File: src/rtl/gamma_pwm_decoder.sv
// gamma_pwm_decoder: measures PWM duty over back-to-back 256-cycle windows and decodes it to the nearest 4-bit gamma level
module gamma_pwm_decoder #(
  parameter int SYNC_STAGES = 2,
  parameter int PERIOD_W    = 8
) (
  input  logic       clk,
  input  logic       rst_n,
  input  logic       en,
  input  logic       pwm_in,
  output logic [7:0] duty_out,
  output logic       duty_valid,
  output logic [3:0] level_out,
  output logic       level_valid,
  output logic       level_changed,
  output logic       busy
);
  typedef enum logic [1:0] {IDLE, SEARCH, DONE} state_t;
  // THR[k] is the lowest duty decoding to level k; midpoint ties round down
  localparam logic [7:0] THR [16] = '{8'd0, 8'd1, 8'd3, 8'd5, 8'd9, 8'd14, 8'd21, 8'd31,
                                      8'd44, 8'd60, 8'd81, 8'd107, 8'd138, 8'd176, 8'd211, 8'd240};
  logic [SYNC_STAGES-1:0] sync_q;
  logic [PERIOD_W-1:0]    wcnt_q;
  logic [PERIOD_W:0]      hcnt_q, hcnt_d;
  logic [7:0]             duty_q;
  logic [3:0]             level_q, k_q, cand_q, cand_d;
  logic                   duty_valid_q, level_valid_q, level_changed_q;
  state_t                 state_q;
  always_comb begin
    hcnt_d = hcnt_q + (PERIOD_W+1)'(sync_q[SYNC_STAGES-1]);
    cand_d = (duty_q >= THR[k_q]) ? k_q : cand_q;
  end
  always_ff @(posedge clk) begin
    if (!rst_n) begin
      sync_q          <= '0;
      wcnt_q          <= '0;
      hcnt_q          <= '0;
      duty_q          <= '0;
      level_q         <= '0;
      k_q             <= '0;
      cand_q          <= '0;
      duty_valid_q    <= 1'b0;
      level_valid_q   <= 1'b0;
      level_changed_q <= 1'b0;
      state_q         <= IDLE;
    end else begin
      sync_q          <= {sync_q[SYNC_STAGES-2:0], pwm_in};
      duty_valid_q    <= 1'b0;
      level_valid_q   <= 1'b0;
      level_changed_q <= 1'b0;
      if (!en) begin
        wcnt_q  <= '0;
        hcnt_q  <= '0;
        state_q <= IDLE;
      end else begin
        wcnt_q <= wcnt_q + PERIOD_W'(1);
        hcnt_q <= (&wcnt_q) ? '0 : hcnt_d;
        if (&wcnt_q) begin
          duty_q       <= hcnt_d[PERIOD_W] ? 8'hff : hcnt_d[7:0];
          duty_valid_q <= 1'b1;
        end
        case (state_q)
          IDLE: if (duty_valid_q) begin
            state_q <= SEARCH;
            k_q     <= 4'd1;
            cand_q  <= 4'd0;
          end
          SEARCH: begin
            cand_q <= cand_d;
            k_q    <= k_q + 4'd1;
            if (k_q == 4'd15) begin
              state_q         <= DONE;
              level_q         <= cand_d;
              level_valid_q   <= 1'b1;
              level_changed_q <= cand_d != level_q;
            end
          end
          default: state_q <= IDLE;
        endcase
      end
    end
  end
  assign duty_out      = duty_q;
  assign duty_valid    = duty_valid_q;
  assign level_out     = level_q;
  assign level_valid   = level_valid_q;
  assign level_changed = level_changed_q;
  assign busy          = state_q == SEARCH;
endmodule
File: config.mk
export PLATFORM = sky130hd
export DESIGN_NAME = gamma_pwm_decoder
export DESIGN_NICKNAME = d
export VERILOG_FILES = /design/src/rtl/gamma_pwm_decoder.sv
export SDC_FILE = /design/constraint.sdc
export NUM_CORES = 1
export LEC_CHECK = 0
export ABC_AREA = 1
export BUFFER_PORTS_ARGS = -buffer_cell sky130_fd_sc_hd__buf_2
export CAP_MARGIN = 20
export CORE_MARGIN = 2
export CORE_UTILIZATION = 26
export DETAILED_ROUTE_END_ITERATION = 7
export SYNTH_ARGS = -nofsm -noshare
export SYNTH_HDL_FRONTEND = slang
export SYNTH_SLANG_ARGS = --single-unit
File: constraint.sdc
create_clock -name clk -period 3.04 [get_ports clk]
set_clock_uncertainty 0.1 [all_clocks]
set_input_delay 0.608 -clock clk [delete_from_list [all_inputs] [get_ports clk]]
set_output_delay 0.608 -clock clk [all_outputs]
set_load 0.005 [all_outputs]
# After elaboration in Yosys (flattened, before gate mapping)
# Memories as Yosys holds them, arrays and structs flattened.
# Index checks and enable logic that the tools add are counted.
[totals] ff_bits=44 romBits=128 inputBits=4 out_inout_bits=16 word_cells=49 n_memories=1
[classes] add_sub_neg=3 n_lt_le_gt_ge=2 eq_ne=5 muxes=13 bitwise=3 n_reduce_logical=11
[memory_table] memory="(name not given)" depth=16 word_bits=8 read_ports=1 rd_ports_with_merged_regs=0 wr=0 line_no="30" source="cand_d = (duty_q >= THR[k_q]) ? k_q : cand_q;"
[ops] operator="$mux W8" count=3
[ops] operator="$pmux W4 S2" count=2
[ops] operator="$mux W4" count=3
[ops] operator="$add A9 B1 Y9" count=1
[ops] operator="$reduce_and A3 Y1" count=3
[ops] operator="$reduce_and A9 Y1" count=1
[ops] operator="$add A8 B1 Y8 const B" count=1
[ops] operator="$ge A8 B8 Y1" count=1
[ops] operator="$reduce_and A8 Y1" count=1
[ops] operator="$ge A5 B5 Y1 const B" count=1
[ops] operator="$not A4 Y5" count=1
[ops] operator="$add A4 B1 Y4 const B" count=1
[ops] operator="$eq A4 B4 Y1 const B" count=1
[ops] operator="$mux W2" count=2
[ops] operator="$ne A4 B4 Y1" count=1
[ops] operator="$pmux W2 S2" count=1
[ops] operator="$reduce_and A2 Y1" count=2
[ops] operator="$reduce_and A4 Y1" count=1
[ops] operator="$reduce_or A3 Y1" count=1
[ops] operator="$eq A2 B1 Y1 const B" count=1
[ops] operator="$logic_not A2 Y1" count=1
[ops] operator="$mux W1" count=2
[ops] operator="$ne A2 B1 Y1 const B" count=1
[ops] operator="$ne A2 B2 Y1 const B" count=1
[ops] operator="2 further kinds" count=3

# Depth between registers and ports, before layout
[depth] ltp_word=7 ltp_mapped=20 ltp_nobuf=20

# Worst setup path after synthesis
# OpenSTA, ideal clock, no wires.
[synth_timing] path_type="reg-to-reg" startpoint="register k_q[1]" endpoint="register level_changed_q, in the netlist level_changed" setup_ps=111 arrival_time_ps=2220 required_time_ps=2829 setup_slack_ps=608 stages_incl_launch_ff=20 path_buffers=0 period_less_slack_ps=2432 path_cell_list="dfxtp_1 > ha_1 > inv_1 > nor2_1 > o21bai_1 > a21oi_1 > ha_1 > nand2_1 > nor2_1 > nor2_1 > nand2_1 > nand2_1 > nand2_1 > nand2_1 > nand2_1 > nand2_1 > nand2_1 > nand2_1 > nor2_1 > nor2_1"
[synth_between] elab_chain_len=7 word_cells_on_any_way=9 cone_classes="order compare: 1; eq/ne: 2; mux: 3; bitwise: 1; reduce/logical: 1; memory: 1"
[synth_lines] item="start: declaration" line_no="25" source="logic [3:0] level_q, k_q, cand_q, cand_d;"
[synth_lines] item="start signal: assignment" line_no="69" source="k_q <= k_q + 4'd1;"
[synth_lines] item="$not A4 Y5 (implied by the code)" line_no="30"
[synth_lines] item="$mem_v2 Z16 W8"
[synth_lines] item="$mux W8 (implied by the code) (2 in a row)" line_no="30"
[synth_lines] item="$ge A8 B8 Y1" line_no="30"
[synth_lines] item="$mux W4" line_no="30"
[synth_lines] item="$ne A4 B4 Y1" line_no="74" source="level_changed_q <= cand_d != level_q;"
[synth_lines] item="end signal: assignment" line_no="74"
[synth_lines] item="end: declaration" line_no="26" source="logic duty_valid_q, level_valid_q, level_changed_q;"
# Parallel ways exist; a longest one is shown, timed or not. The select of a mux whose other input is x is not followed.
# A chain may end at the register's enable or synchronous reset.

# Worst setup path after layout
# Ends and elaborated chain as after synthesis.

==> metrics.log <==
INFO  metric outcome = finished, final reports clean
INFO  metric cts-root-buf = sky130_fd_sc_hd__clkbuf_8
INFO  metric detail-route-antenna-nets = 0
INFO  metric number_of_antenna_violations_at_the_first_check_in_global_routing = 0
INFO  metric cell_area_synth = 2240 um2
INFO  metric wire_length_of_the_first_global_routing_pass = 7850 um
INFO  metric postCtsHoldBufs = 0
INFO  metric max_clock_freq = 371 MHz
INFO  metric cap_viol_max_count = 0
INFO  metric routed_via_density = 4.40
INFO  metric wirelength = 4620 um
INFO  metric grt_max_degree = 17
INFO  metric route.detailed.wl_per_inst = 10.7 um
INFO  metric timing.critical_path.from_type = flip-flop
INFO  metric gr-total-overflow = 0
INFO  metric io_buffers = 19
INFO  metric utilization = 0.306
INFO  metric placement_rows = 33
INFO  metric power.density = 384 nW/um2
INFO  metric clock-sinks = 44
INFO  metric dpl.hpwl = 3480 um
INFO  metric data_required_time_at_the_worst_endpoint = 3.14 ns
INFO  metric cp_slowest_stage_delay = 0.44 ns
INFO  metric finalHoldViolations = 0
INFO  metric cts-buffers-inserted = 5
INFO  metric detailedRoute.firstIterationViolations = 118
INFO  metric critPathKind = reg -> reg
INFO  metric pin_count = 20
INFO  metric fill_cells = 903
INFO  metric synth_seq_cells = 44
INFO  metric layout.cells.non_filler = 432
INFO  metric ir_worst_vdd = 0.195 mV
INFO  metric htree_levels = 2
INFO  metric class_of_the_worst_hold_path = reg -> reg
INFO  metric synthToLayoutAreaGrowth = 13.4%
INFO  metric multi_input_comb_area = 1160 um2
INFO  metric clock_tree.buffer_depth = 2
INFO  metric final.min_clock_period = 2.69 ns
INFO  metric synthCells = 303
INFO  metric seq_area_frac_synth = 0.393
INFO  metric clk_pin_slew_worst_paths = 0.08 ns
INFO  metric globalRouteTotalUtil = 0.101
INFO  metric final_net_count = 347
INFO  metric drv_slew = 0
INFO  metric gpl.final_weighted_congestion = 0.891
INFO  metric cts_tree = yes
INFO  metric max-slew-margin-rel = 0.733
INFO  metric drive_above_1_share = 0.131
INFO  metric synth_area_per_cell = 7.40 um2
INFO  metric core = 8300 um2
INFO  metric floorplan.die_area = 9390 um2
INFO  metric cp_slowest_cell = sky130_fd_sc_hd__dfxtp_1
INFO  metric syn_nets = 324
INFO  metric die_h = 96.9 um
INFO  metric tns = 0 ns
INFO  metric critPathArrivalTime = 2.79 ns
INFO  metric p_leak = 1.15 nW
INFO  metric cts_setup_buffers = 0
INFO  metric setup_viol = 0
INFO  metric grt_setup_unrepaired = no
INFO  metric count_of_instances_resized_after_the_clock_tree_is_built = 0
INFO  metric antenna-diode-count = 0
INFO  metric vias = 1902
INFO  metric crit_path_end_kind = flip-flop
INFO  metric total_power = 0.977 mW
INFO  metric synthesis.yosys.warnings = 0
INFO  metric path_max_fanout = 7
INFO  metric ff_latch_area = 881 um2
INFO  metric crit_path_cell_trace = ha_1, inv_1, nor2_1, o21bai_1, a21oi_1, ha_1, nand2_1, nor2_1, nor2_1, nand2_1, nand2_1, nand2_2, nand2_1, nand2_1, nand2_1, nand2_1, nand2_1, nor2_1, nor2_1
INFO  metric clk-insertion-delay-late = 0.29 ns
INFO  metric floorplan.initialDensity = 0.270
INFO  metric drt_pre_antenna_iters = 4
INFO  metric critical-path-top-cell-by-count = sky130_fd_sc_hd__nand2_1
INFO  metric synth_cell_type_count = 36
INFO  metric floorplan.die.width = 96.9 um
INFO  metric timing_worst_slew_pin_value = 0.400 ns
INFO  metric remaining_drc_errors = 0
INFO  metric first_global_vias = 1730
INFO  metric place.detailed.instances = 424
INFO  metric fin_crit_sh = 0.886
## cell type report
class | count | area share
inverter | 45 | 0.0664
multi-input combinational | 209 | 0.457
timing repair buffer | 21 | 0.0433
sequential | 44 | 0.346
tap | 105 | 0.0516
clock buffer | 8 | 0.0354
## cells by family after synthesis
| group | after synthesis | synth area share |
|---|---|---|
| adder cells (fa/ha/maj) | 17 | 0.0948 |
| AO/OA/AOI/OAI | 52 | 0.137 |
| flip-flops | 44 | 0.393 |
| buffers and inverters | 50 | 0.0903 |
| XOR/XNOR | 7 | 0.0273 |
| AND/OR/NAND/NOR | 133 | 0.258 |
## synth_stat cells, drive strengths merged
cell | count | area share
o211ai | 2 | 0.0089
clkbuf | 2 | 0.0033
xnor2 | 2 | 0.0078
nor3 | 4 | 0.0089
nand2 | 64 | 0.11
nand3 | 16 | 0.038
nor4 | 1 | 0.0028
o22ai | 1 | 0.0028
ha | 17 | 0.095
nor2 | 46 | 0.091
a211oi | 1 | 0.0033
nand3b | 1 | 0.0033
buf | 3 | 0.012
o21ai | 18 | 0.042
a22oi | 2 | 0.0067
dfxtp | 44 | 0.39
xor2 | 5 | 0.020
a21oi | 18 | 0.040
nand4 | 1 | 0.0028
o21bai | 1 | 0.0033
a21o | 1 | 0.0033
a311oi | 1 | 0.0039
a31oi | 7 | 0.022
inv | 45 | 0.075
## cell usage in the layout (no fill, tap or decap), types with 3 or more instances in the layout
cell / instances
sky130_fd_sc_hd__nor3_1: 4
sky130_fd_sc_hd__xor2_1: 5
sky130_fd_sc_hd__nand3_1: 15
sky130_fd_sc_hd__nor2_2: 3
sky130_fd_sc_hd__inv_1: 41
sky130_fd_sc_hd__clkbuf_8: 6
sky130_fd_sc_hd__buf_2: 19
sky130_fd_sc_hd__inv_2: 4
sky130_fd_sc_hd__ha_1: 17
sky130_fd_sc_hd__a21oi_1: 18
sky130_fd_sc_hd__nor2_1: 41
sky130_fd_sc_hd__o21ai_0: 17
sky130_fd_sc_hd__a31oi_1: 6
sky130_fd_sc_hd__dfxtp_1: 44
sky130_fd_sc_hd__nand2_1: 61
## report_power, final
group / leakage [nW] / switching (mW) / internal [mW]
clock network: 0.0455 / 0.192 / 0.186
registers: 0.355 / 0.00127 / 0.578
logic: 0.754 / 0.0151 / 0.00509
## worst max-delay path: cells and delay by family (launching register included)
kind	cells	cell delay, ns
simple gates	14	1.21
compound gates	2	0.21
buf+inv	1	0.08
fa+ha+maj	2	0.57
flops	1	0.44
## path summary, 6_finish.rpt
kind	slack, ns	endpoint	cells after the start	from
min reg2reg	0.32	sync_q[1]	2	sync_q[0]
max reg2reg	0.35	level_changed	19	k_q[1]
min	0.32	sync_q[1]	2	sync_q[0]
max	0.35	level_changed	19	k_q[1]
## state kept, by name, indices dropped and copies added, names as in the netlist
register	flops
hcnt_q	9
cand_q	4
state_q	2
level_out	4
level_changed	1
duty_valid	1
duty_out	8
sync_q	2
wcnt_q	8
level_valid	1
k_q	4
## per-layer routing
metal | GRT usage | part of all wire
met5 | 0 | 0
met4 | 0.0293 | 0.0082
met3 | 0.0289 | 0.036
met2 | 0.173 | 0.49
met1 | 0.124 | 0.46
## through the flow
stage                     hold slack, ns  cell area, um2  worst slack, ns
after floorplan                    0.290            2240            0.608
after global placement             0.301            2450            0.324
after detailed placement           0.302            2450            0.306
after CTS                          0.323            2540            0.272
after global routing               0.356            2540           0.0244
final                              0.317            2540            0.347
Note: power is estimated with default switching activity, not from simulation.
